[config.mk]
export PLATFORM = sky130hd
export DESIGN_NAME = i2s_clk_sched
export DESIGN_NICKNAME = d
export VERILOG_FILES = /design/src/rtl/i2s_clk_sched.sv
export SDC_FILE = /design/constraint.sdc
export NUM_CORES = 1
export LEC_CHECK = 0
export ABC_AREA = 0
export ABC_CLOCK_PERIOD_IN_PS = 3200
export CELL_PAD_IN_SITES_DETAIL_PLACEMENT = 2
export CELL_PAD_IN_SITES_GLOBAL_PLACEMENT = 2
export CORE_UTILIZATION = 34
export DETAILED_ROUTE_END_ITERATION = 16
export PLACE_DENSITY = 0.88
export SLEW_MARGIN = 20
export SYNTH_ARGS = -nofsm -noshare
export SYNTH_HDL_FRONTEND = slang
export SYNTH_SLANG_ARGS = --single-unit
export TNS_END_PERCENT = 1
[constraint.sdc]
create_clock -name clk_in -period 3.2 [get_ports clk_in]
set_input_delay 0.32 -clock clk_in [delete_from_list [all_inputs] [get_ports clk_in]]
set_output_delay 0.32 -clock clk_in [all_outputs]
set_load 0.02 [all_outputs]
[src/rtl/i2s_clk_sched.sv]
// i2s_clk_sched
//   I2S clock/framing controller. It divides clk_in down to the bit clock,
//   derives the word-select clock, and produces per-bit and per-frame strobes
//   for the serializer. A new divider limit is accepted over a valid/ready
//   handshake and is only applied on a frame boundary. This prevents a rate
//   change from producing a runt bit or a split frame. Start/stop is sequenced
//   so that a stop always completes a whole frame.
//
// Ports
//   clk_in        system clock
//   ar            synchronous active-high reset
//   en            run request (level)
//   cfg_valid     new divider limit offered
//   cfg_limit     offered limit (bclk half-period = limit+1 clk_in cycles)
//   cfg_ready     controller can accept a limit
//   bclk          bit clock
//   lrclk         word select, 0 = left, 1 = right
//   bclk_fall     one-cycle strobe coincident with bclk falling
//   frame_start   one-cycle strobe at the start of each left slot
//   busy          high while running or finishing a stop
//   active_limit  limit currently used by the divider
module i2s_clk_sched #(
  parameter int CNT_W     = 5,
  parameter int DEF_LIMIT = 21,
  parameter int SLOT_BITS = 32
) (
  input  logic             clk_in,
  input  logic             ar,
  input  logic             en,
  input  logic             cfg_valid,
  input  logic [CNT_W-1:0] cfg_limit,
  output logic             cfg_ready,
  output logic             bclk,
  output logic             lrclk,
  output logic             bclk_fall,
  output logic             frame_start,
  output logic             busy,
  output logic [CNT_W-1:0] active_limit
);

  localparam int               BW       = (SLOT_BITS > 1) ? $clog2(SLOT_BITS) : 1;
  localparam logic [BW-1:0]    LAST_BIT = BW'(SLOT_BITS - 1);
  localparam logic [CNT_W-1:0] DEF_L    = CNT_W'(DEF_LIMIT);

  typedef enum logic [1:0] {S_IDLE, S_RUN, S_STOP} state_e;

  state_e           state_q, state_d;
  logic [CNT_W-1:0] cnt_q, cnt_d;
  logic [BW-1:0]    bit_q, bit_d;
  logic             bclk_q, bclk_d;
  logic             lrclk_q, lrclk_d;
  logic             fall_q, fall_d;
  logic             fs_q, fs_d;
  logic             busy_q, busy_d;
  logic             rdy_q, rdy_d;
  logic [CNT_W-1:0] lim_q, lim_d;
  logic             pend_q, pend_d;
  logic [CNT_W-1:0] pval_q, pval_d;

  logic running, hit, fall, boundary, xfer;

  assign running  = (state_q != S_IDLE);
  assign hit      = (cnt_q >= lim_q);
  // The falling edge of bclk happens on the divider terminal count while bclk is high.
  assign fall     = running && hit && bclk_q;
  // The frame ends when the right slot wraps. lrclk is still 1 in that cycle.
  assign boundary = fall && (bit_q == LAST_BIT) && lrclk_q;
  assign xfer     = cfg_valid && rdy_q;

  always_comb begin
    state_d = state_q;
    cnt_d   = cnt_q;
    bit_d   = bit_q;
    bclk_d  = bclk_q;
    lrclk_d = lrclk_q;
    fall_d  = 1'b0;
    fs_d    = 1'b0;
    lim_d   = lim_q;
    pend_d  = pend_q;
    pval_d  = pval_q;

    case (state_q)
      S_IDLE: begin
        cnt_d   = '0;
        bit_d   = '0;
        bclk_d  = 1'b0;
        lrclk_d = 1'b0;
        // While idle, a limit is applied directly. If en rises in the same
        // cycle, the first frame already uses the new limit.
        if (xfer) lim_d = cfg_limit;
        if (en) begin
          state_d = S_RUN;
          fs_d    = 1'b1;
        end
      end
      default: begin
        if (hit) begin
          cnt_d  = '0;
          bclk_d = ~bclk_q;
        end else begin
          cnt_d  = cnt_q + 1'b1;
        end
        if (fall) begin
          fall_d = 1'b1;
          if (bit_q == LAST_BIT) begin
            bit_d   = '0;
            lrclk_d = ~lrclk_q;
          end else begin
            bit_d   = bit_q + 1'b1;
          end
        end
        if (xfer) begin
          pend_d = 1'b1;
          pval_d = cfg_limit;
        end
        if (boundary) begin
          fs_d = 1'b1;
          if (pend_q) begin
            lim_d  = pval_q;
            pend_d = 1'b0;
          end
        end
        // A stop finishes on the frame boundary. At that point the divider has
        // already returned bclk, lrclk and the counters to 0, so IDLE starts clean.
        if (state_q == S_RUN) begin
          if (!en) state_d = S_STOP;
        end else begin
          if (en)            state_d = S_RUN;
          else if (boundary) state_d = S_IDLE;
        end
      end
    endcase

    busy_d = (state_d != S_IDLE);
    // ready stays low through the frame_start cycle of the applied limit and
    // rises one cycle later.
    rdy_d  = !pend_d && !(boundary && pend_q);
  end

  always_ff @(posedge clk_in) begin
    if (ar) begin
      state_q <= S_IDLE;
      cnt_q   <= '0;
      bit_q   <= '0;
      bclk_q  <= 1'b0;
      lrclk_q <= 1'b0;
      fall_q  <= 1'b0;
      fs_q    <= 1'b0;
      busy_q  <= 1'b0;
      rdy_q   <= 1'b1;
      lim_q   <= DEF_L;
      pend_q  <= 1'b0;
      pval_q  <= '0;
    end else begin
      state_q <= state_d;
      cnt_q   <= cnt_d;
      bit_q   <= bit_d;
      bclk_q  <= bclk_d;
      lrclk_q <= lrclk_d;
      fall_q  <= fall_d;
      fs_q    <= fs_d;
      busy_q  <= busy_d;
      rdy_q   <= rdy_d;
      lim_q   <= lim_d;
      pend_q  <= pend_d;
      pval_q  <= pval_d;
    end
  end

  assign cfg_ready    = rdy_q;
  assign bclk         = bclk_q;
  assign lrclk        = lrclk_q;
  assign bclk_fall    = fall_q;
  assign frame_start  = fs_q;
  assign busy         = busy_q;
  assign active_limit = lim_q;

endmodule
* Word-level counts from Yosys, hierarchy flattened
Index checks and enable logic that the tools add are counted.
** Storage, ports and cells
- Flip-flop bits (word level) :: 29
- Latch bits :: 0
- RAM bits :: 0
- ROM bits :: 0
- Input bits :: 9
- Output and inout port bits :: 11
- Word-level logic and storage cells :: 59
- Memories kept :: 0
** Cells by class
- Add/subtract/negate cells :: 2
- $mul :: 0
- Divide/modulo/power cells :: 0
- Order comparisons :: 1
- Equality and inequality tests :: 3
- Shift operators :: 0
- Multiplexer cells :: 19
- Bitwise logic cells :: 3
- Reduce and logical (&&, ||, !) cells :: 19
** Operators with widths (count)
- 5-bit two-way mux :: 5
- 2-bit two-way mux :: 6
- 5-bit by 1-bit adder with 5-bit output (second input constant) :: 2
- 1-bit two-way mux :: 8
- 2-bit nonzero test :: 4
- 1-bit logical AND :: 7
- 5-bit equality test (second input constant) :: 1
- 5-bit greater-or-equal comparator :: 1
- 2-bit AND reduction :: 2
- 1-bit NOT :: 3
- 3-bit AND reduction :: 1
- 3-bit OR reduction :: 1
- 2-bit by 1-bit equality test with 1-bit output (second input constant) :: 1
- 1-bit zero test :: 2
- 2-bit zero test :: 1
- 2-bit != test (second input constant) :: 1
- 2-bit OR reduction :: 1

* Depth between registers and ports, before layout
Gate-level depths: netlist of the first run.
- Depth after elaboration :: 10
- Depth in mapped cells :: 8
- Mapped depth without buffers :: 7

* Worst setup path after synthesis of the first run
No wires, ideal clock.
- Kind :: register to register
- From :: register lim_q[2], in the netlist active_limit[2]
- To :: register lim_q[1], in the netlist active_limit[1]
- Library setup time :: 0.121 ns
- Arrival time :: 1.785 ns
- Data required time :: 3.079 ns
- Setup slack :: 1.294 ns
- Cell stages (with the launch flop) :: 9
- Path buffers :: 1
- Period minus slack after synthesis :: 1.906 ns
- Path through :: dfxtp_1 > inv_1 > ha_1 > nand2_1 > o21ai_1 > a21oi_2 > o31a_1 > buf_6 > mux2_4
** Between the ends
- Word-level cells in the longest chain between the ends :: 7
** RTL lines
- from (decl) :: line 56 : logic [CNT_W-1:0] lim_q, lim_d;
- from (signal assigned) :: line 164 : lim_q <= lim_d;
- 5-bit greater-or-equal comparator :: line 63 : assign hit = (cnt_q >= lim_q);
- 1-bit logical AND (2 in series) :: line 65 : assign fall = running && hit && bclk_q;
- 1-bit logical AND (2 in series) :: line 67 : assign boundary = fall && (bit_q == LAST_BIT) && lrclk_q;
- 2-bit nonzero test (no line)
- 3-bit AND reduction (no line)
Every way passes these cells.
A chain may end at the register's enable or synchronous reset.

* Worst setup path in the final report of the first run
- From :: register cnt_q[0]
- To :: register lim_q[3], in the netlist active_limit[3]
** Between the ends
- Word-level cells in the longest chain between the ends :: 7
** RTL lines
- from (decl) :: line 48 : logic [CNT_W-1:0] cnt_q, cnt_d;
- from (signal assigned) :: line 156 : cnt_q <= cnt_d;
- 5-bit greater-or-equal comparator :: line 63
- 1-bit logical AND (2 in series) :: line 65
- 1-bit logical AND (2 in series) :: line 67
- 2-bit nonzero test (no line)
- 3-bit AND reduction (no line)
Every way passes these cells.

==> results of run 1 <==
## worst min-delay path by stage
stage                       from    endpoint  slack, ps
after detailed placement  pend_q      pend_q        440
after floorplan               en  state_q[1]        390
after global placement    pend_q      pend_q        410
after global routing      pend_q      pend_q        490
final                     pend_q      pend_q        450
after CTS                 pend_q      pend_q        450
## layer usage
metal  wire length, microns  vias to the layer above  share of wire
li1                       -                      535              -
met1                   1520                      519           0.45
met2                   1680                       17           0.49
met3                    114                        9          0.034
met4                     91                        0          0.027
met5                      0                        -              0
## cell families (layout without fill, tap and decap cells)
kind of cell | count (synthesis) | count (layout) | share of synthesized area
adder cells (fa/ha/maj) | 8 | 8 | 0.0750
AND/OR/NAND/NOR | 51 | 51 | 0.180
flip-flops | 29 | 29 | 0.435
multiplexers | 12 | 12 | 0.0975
buffers and inverters | 16 | 38 | 0.0553
AO/OA/AOI/OAI | 27 | 27 | 0.131
XOR/XNOR | 4 | 4 | 0.0262
## worst register-to-register path: stages (launching register included)
cell and delay [ps]:
dfxtp_1 400, inv_1 70, ha_1 280, nor2b_1 190
o21ai_1 150, a21oi_2 520, o31a_1 420, mux2_4 330
## state kept, by name, summed over array words and instances, names as in the netlist
name,count
pval_q,5
pend_q,1
bclk,1
bit_q,5
active_limit,5
lrclk,1
state_q,2
frame_start,1
cnt_q,5
busy,1
cfg_ready,1
bclk_fall,1
## synthesized netlist by cell type (2+ instances only)
cell      instances
o21ai_0           3
clkbuf_1          2
xnor2_1           2
mux2_4            2
mux2i_1          10
inv_1            10
and2_1            3
xor2_1            2
a21oi_1          10
or3_1             2
nand3_1           4
dfxtp_1          29
nand2_1           8
buf_2             2
ha_1              8
a211oi_1          4
nor2_1           25
## through the flow
step | hold slack [ps] | setup slack, ps | std cells | total power [W]
2_1_floorplan | 393 | 1290 | 147 | 0.000449
3_3_place_gp | 414 | 965 | 209 | 0.000482
3_5_place_dp | 443 | 853 | 209 | 0.000489
4_1_cts | 447 | 725 | 217 | 0.000954
5_1_grt | 491 | 600 | 217 | 0.000982
6_report | 445 | 725 | 217 | 0.000940
## final cells by class
cell class,instances,area (sq um),area share
tap,48,60.1,0.0355
timing repair buffer,20,198,0.117
clock inverter,3,65.1,0.0385
inverter,10,37.5,0.0222
sequential,29,581,0.343
multi-input combinational,102,681,0.403
clock buffer,5,68.8,0.0407
## power breakdown
part | switching [W] | internal, W | total (W)
Sequential | 0.0000106 | 0.000375 | 0.000385
Combinational | 0.0000525 | 0.0000456 | 0.0000981
Clock | 0.000148 | 0.000309 | 0.000457
==> reports/results.ini, run 1 <==
[setup_path]
cp.depth = 7
cpPeakStageDelay_ps = 520
cp_max_fo = 14
ff2ff_setup_slack_ps = 720
critPathTopFamily = compound AO/OA/AOI/OAI gates
r2r_cells = 7
r2r-start = cnt_q[0]
worstSetupEndpoint = active_limit[3]
cp-end-kind = flip-flop
critPathArrivalTime_ps = 2650
crit_type = flip-flop to flip-flop
startpoint = cnt_q[0]
r2r-end = active_limit[3]
worstSetupStartpointType = flip-flop
cp_slowest_cell = a21oi_2
worstPathRequired_ps = 3380
cp_cell_sequence = inv_1, ha_1, nor2b_1, o21ai_1, a21oi_2, o31a_1, mux2_4
cp_num_buf_inv = 1

[grt]
track_usage = 0.191
grt_overflow = 0
grt_use_met2 = 0.314
busiest_layer = met2
antenna_found_initial = 0
grt_pass1_vias = 1243
gr-usage-met1 = 0.218
grt_max_degree = 22
met3_usage = 0.0546
grt_pass1_wl_microns = 5860

[floorplan]
rows = 22
io_pins = 20
die-height_microns = 64.7
initial_core_util = 0.359
die_w_microns = 64.7
core_area_sq_um = 3720
die_area_sq_um = 4180

[clock_network]
htreeDepth = 2
cts_tree = built
post-cts-setup-buffer-count = 0
cts_resized = 0
ctsLongestPathBuffers = 2
clk-insertion-delay-late_ps = 290
cts-buffers-inserted = 5
path_clk_slew_ps = 70
holdBufCountCts = 0
numClockSinks = 29
cts_root_buf = clkbuf_8

[hold_path]
hold_path_class = flip-flop to flip-flop
whs_path_depth = 1

[yosys]
ys_top_cells_by_area = dfxtp_1, ha_1, mux2i_1
avgSynthCellArea_sq_um = 9.08
synth-async-reset-ratio = 0
synth_edf_count = 0
netlist_instances = 147
ys_seq_elements = 29
seq_area_frac_synth = 0.435
synth_top_area_share = 0.435
synth_flop_cell = dfxtp_1
synth_nets = 164
syn_area_sq_um = 1340
yosysUniqueCellTypes = 38
yosys.area.top_type = dfxtp_1
yosysWarningCount = 0

[layout]
drive_above_1_share = 0.107
finalNetCount = 185
area_delta_synth_final_pct = 26.6
final_common_cell = dfxtp_1
final_util = 0.455
fin_area_sq_um = 1690
fill_cells = 414
final_cell_mix = dfxtp_1, nor2_1, clkdlybuf4s50_1
antenna-diode-count = 0

[detailed_routing]
wl_per_cell_microns = 15.7
wirelength_microns = 3400
drt_iter0_markers = 14
via_per_inst = 4.98
drtPass1Iterations = 4
routed-via-count = 1080
drc = 0
postRouteAntennaNets = 0

[power_and_ir_drop]
p_per_area_nw_per_um2 = 556
ir_drop_mv = 0.259
leakage_nw = 0.720

[placed_design]
dpl_cell_area_sq_um = 1560
gp_congestion = 0.691
dp.final_hpwl_microns = 2370
io_buffers = 19

[sta]
min_period_ps = 2480
period_share = 0.774
finalSetupTns_ps = 0
hold_viol_final = 0
slew_viol_final = 0
relSlewSlack = 0.600
setup_viol = 0
grt_setup_unrepaired = no
skew_ps = 5.54
tightest_slew_ps = 601
max_freq_mhz = 404

[outcome]
status = completed

[flow_run]
maxCapViolations = 0

Power figures use the tool's default switching activity.
==> run 2, diff against run 1 <==
--- a/config.mk
+++ b/config.mk
@@ -6,12 +6,12 @@
 export NUM_CORES = 1
 export LEC_CHECK = 0
 export ABC_AREA = 0
-export ABC_CLOCK_PERIOD_IN_PS = 3200
+export ABC_CLOCK_PERIOD_IN_PS = 2100
 export CELL_PAD_IN_SITES_DETAIL_PLACEMENT = 2
 export CELL_PAD_IN_SITES_GLOBAL_PLACEMENT = 2
-export CORE_UTILIZATION = 34
+export CORE_UTILIZATION = 29
 export DETAILED_ROUTE_END_ITERATION = 16
-export PLACE_DENSITY = 0.88
+export PLACE_DENSITY = 0.81
 export SLEW_MARGIN = 20
 export SYNTH_ARGS = -nofsm -noshare
 export SYNTH_HDL_FRONTEND = slang
==> constraint.sdc (replaced) <==
create_clock -name clk_in -period 2.1 [get_ports clk_in]
set_input_delay 0.21 -clock clk_in [delete_from_list [all_inputs] [get_ports clk_in]]
set_output_delay 0.21 -clock clk_in [all_outputs]
set_load 0.02 [all_outputs]
==> run 2 against run 1 <==
Core utilization down 6.9 points. Setup slack worse by 570 ps. Via count up 1.6%. Clock power is 23% higher. Power up 38%. Global-route usage shrank 3.8 points. Routed wire length shrank 1.5%. Critical path depth rose by 1. Sequential share of layout area barely moved. Largest power group is now sequential cells.
==> reports/results.ini, run 2 (synthesized netlist as in run 1, its figures left out) <==
[outcome]
status = completed  ; unchanged

[grt]
grt_pass1_wl_microns = 5770  ; was 5860 microns
grt_pass1_vias = 1247  ; was 1243
antenna_found_initial = 0  ; unchanged
grt_max_degree = 21  ; was 22
track_usage = 0.154  ; was 0.191
grt_overflow = 0  ; unchanged

[clock_network]
cts_root_buf = clkbuf_8  ; unchanged
ctsLongestPathBuffers = 2  ; unchanged
cts-buffers-inserted = 5  ; unchanged
clk-insertion-delay-late_ps = 280  ; was 290 ps
cts_tree = built  ; unchanged
path_clk_slew_ps = 60  ; was 70 ps
cts_resized = 0  ; unchanged
numClockSinks = 29  ; unchanged
post-cts-setup-buffer-count = 0  ; unchanged
htreeDepth = 2  ; unchanged
holdBufCountCts = 0  ; unchanged

[placed_design]
gp_congestion = 0.784  ; was 0.691
dp_slack_ps = 74.9  ; was 853 ps
dp.final_hpwl_microns = 2570  ; was 2370 microns
dp_cells = 216  ; was 209
io_buffers = 19  ; unchanged

[power_and_ir_drop]
clkPwrFrac = 0.432  ; was 0.486
p_per_area_nw_per_um2 = 768  ; was 556 nW/um^2
netSwitchingFraction = 0.239  ; was 0.224
intPower_w = 0.000988  ; was 0.000729 W
comb_power_share = 0.116  ; was 0.104
p_seq_frac = 0.451  ; was 0.410
ir_drop_mv = 0.321  ; was 0.259 mV
leakage_nw = 0.720  ; about the same
switchingPower_w = 0.000311  ; was 0.000211 W

[layout]
final_cell_mix = dfxtp_1, nor2_1, clkdlybuf4s50_1  ; unchanged
seq_area_sq_um = 581  ; unchanged
area_delta_synth_final_pct = 26.7  ; was 26.6%
final_cells = 223  ; was 217
finalNetCount = 188  ; was 185
drive_above_1_share = 0.123  ; was 0.107
final_common_cell = dfxtp_1  ; unchanged
multi_input_area_sq_um = 684  ; was 681 sq um
fill_cells = 477  ; was 414
antenna-diode-count = 0  ; unchanged
final_util = 0.386  ; was 0.455

[detailed_routing]
drtPass1Iterations = 4  ; unchanged
postRouteAntennaNets = 0  ; unchanged
wl_per_cell_microns = 15.0  ; was 15.7 microns
routed-via-count = 1097  ; was 1080
drt_iter0_markers = 20  ; was 14
drc = 0  ; unchanged
via_per_inst = 4.92  ; was 4.98
wirelength_microns = 3350  ; was 3400 microns

[setup_path]
cp_max_fo = 13  ; was 14
r2r_cells = 8  ; was 7
worstPathRequired_ps = 2310  ; was 3380 ps
worstSetupStartpointType = flip-flop  ; unchanged
crit_type = flip-flop to flip-flop  ; unchanged
critPathArrivalTime_ps = 2160  ; was 2650 ps
cp-end-kind = flip-flop  ; unchanged

[hold_path]
whs_path_depth = 1  ; unchanged
hold_path_class = flip-flop to flip-flop  ; unchanged

[floorplan]
io_pins = 20  ; unchanged
initial_core_util = 0.305  ; was 0.359
die-height_microns = 69.9  ; was 64.7 microns
die_area_sq_um = 4880  ; was 4180 sq um
core_area_sq_um = 4380  ; was 3720 sq um
rows = 24  ; was 22
die_w_microns = 69.9  ; was 64.7 microns

[flow_run]
maxCapViolations = 0  ; unchanged

[sta]
max_freq_mhz = 514  ; was 404 MHz
min_period_ps = 1940  ; was 2480 ps
hold_ws_ps = 431  ; was 445 ps
hold_viol_final = 0  ; unchanged
relSlewSlack = 0.723  ; was 0.600
finalSetupTns_ps = 0  ; unchanged
skew_ps = 4.82  ; was 5.54 ps
setup_viol = 0  ; unchanged
period_share = 0.926  ; was 0.774
worst_slack_ps = 155  ; was 725 ps
grt_setup_unrepaired = no  ; unchanged
slew_viol_final = 0  ; unchanged
tightest_slew_ps = 414  ; was 601 ps

-- run 2: changes by cell type in the layout (fill, tap and decap cells not counted) --
cell	delta
buf_4	+3
o21ai_2	+1
o21ai_1	-1
bufinv_16	-1
-- run 2: per-layer routing --
metal  part of all wire  vias to the layer above  track usage
met5                  0                        -            0
met4              0.013                        0       0.0600
met3              0.032                        6       0.0491
met2               0.51                       17        0.268
met1               0.45                      531        0.173
li1                   -                      543            -
-- run 2: final timing paths --
kind / from / endpoint / slack [ps]
max: cnt_q[0] / bit_q[3] / 160
min: pend_q / pend_q / 430
max reg2reg: cnt_q[0] / bit_q[3] / 160
min reg2reg: pend_q / pend_q / 430
-- run 2: power groups by stage --
stage / combinational, W / sequential [W] / clock (W)
after floorplan: 0.0000759 / 0.000609 / 0
after global placement: 0.000144 / 0.000597 / 0
after detailed placement: 0.000152 / 0.000598 / 0
after CTS: 0.000153 / 0.000586 / 0.000578
after global routing: 0.000167 / 0.000589 / 0.000598
final: 0.000151 / 0.000586 / 0.000561
-- run 2: layout make-up --
type,instances,area share
Clock buffer,5,0.0407
Clock inverter,2,0.0207
Inverter,10,0.0222
Multi-Input combinational cell,102,0.405
Sequential cell,29,0.343
Tap cell,52,0.0385
Timing Repair Buffer,23,0.130
-- run 2: stage by stage --
stage          instance area [sq um]  power, W
2_1_floorplan                   1340  0.000685
3_3_place_gp                    1580  0.000740
3_5_place_dp                    1580  0.000751
4_1_cts                         1690   0.00132
5_1_grt                         1690   0.00135
6_report                        1690   0.00130
-- run 2: critical path, cell delays in order, from the launching register on --
cell and delay [ps]:
dfxtp_1 390, inv_1 70, ha_1 270, nor2b_1 50, o21ai_2 190, a21oi_2 90
buf_4 190, or4_1 480, a21oi_1 150
==> run 3, diff against run 2 <==
==> constraint.sdc (replaced) <==
create_clock -name clk_in -period 2.1 [get_ports clk_in]
set_input_delay 0.21 -clock clk_in [delete_from_list [all_inputs] [get_ports clk_in]]
set_output_delay 0.21 -clock clk_in [all_outputs]
set_load 0.01 [all_outputs]
==> results of run 3 <==
The final DEF is identical to that of run 2. Status: completed.
Among the figures that moved: total power 0.00130 W -> 0.00129 W
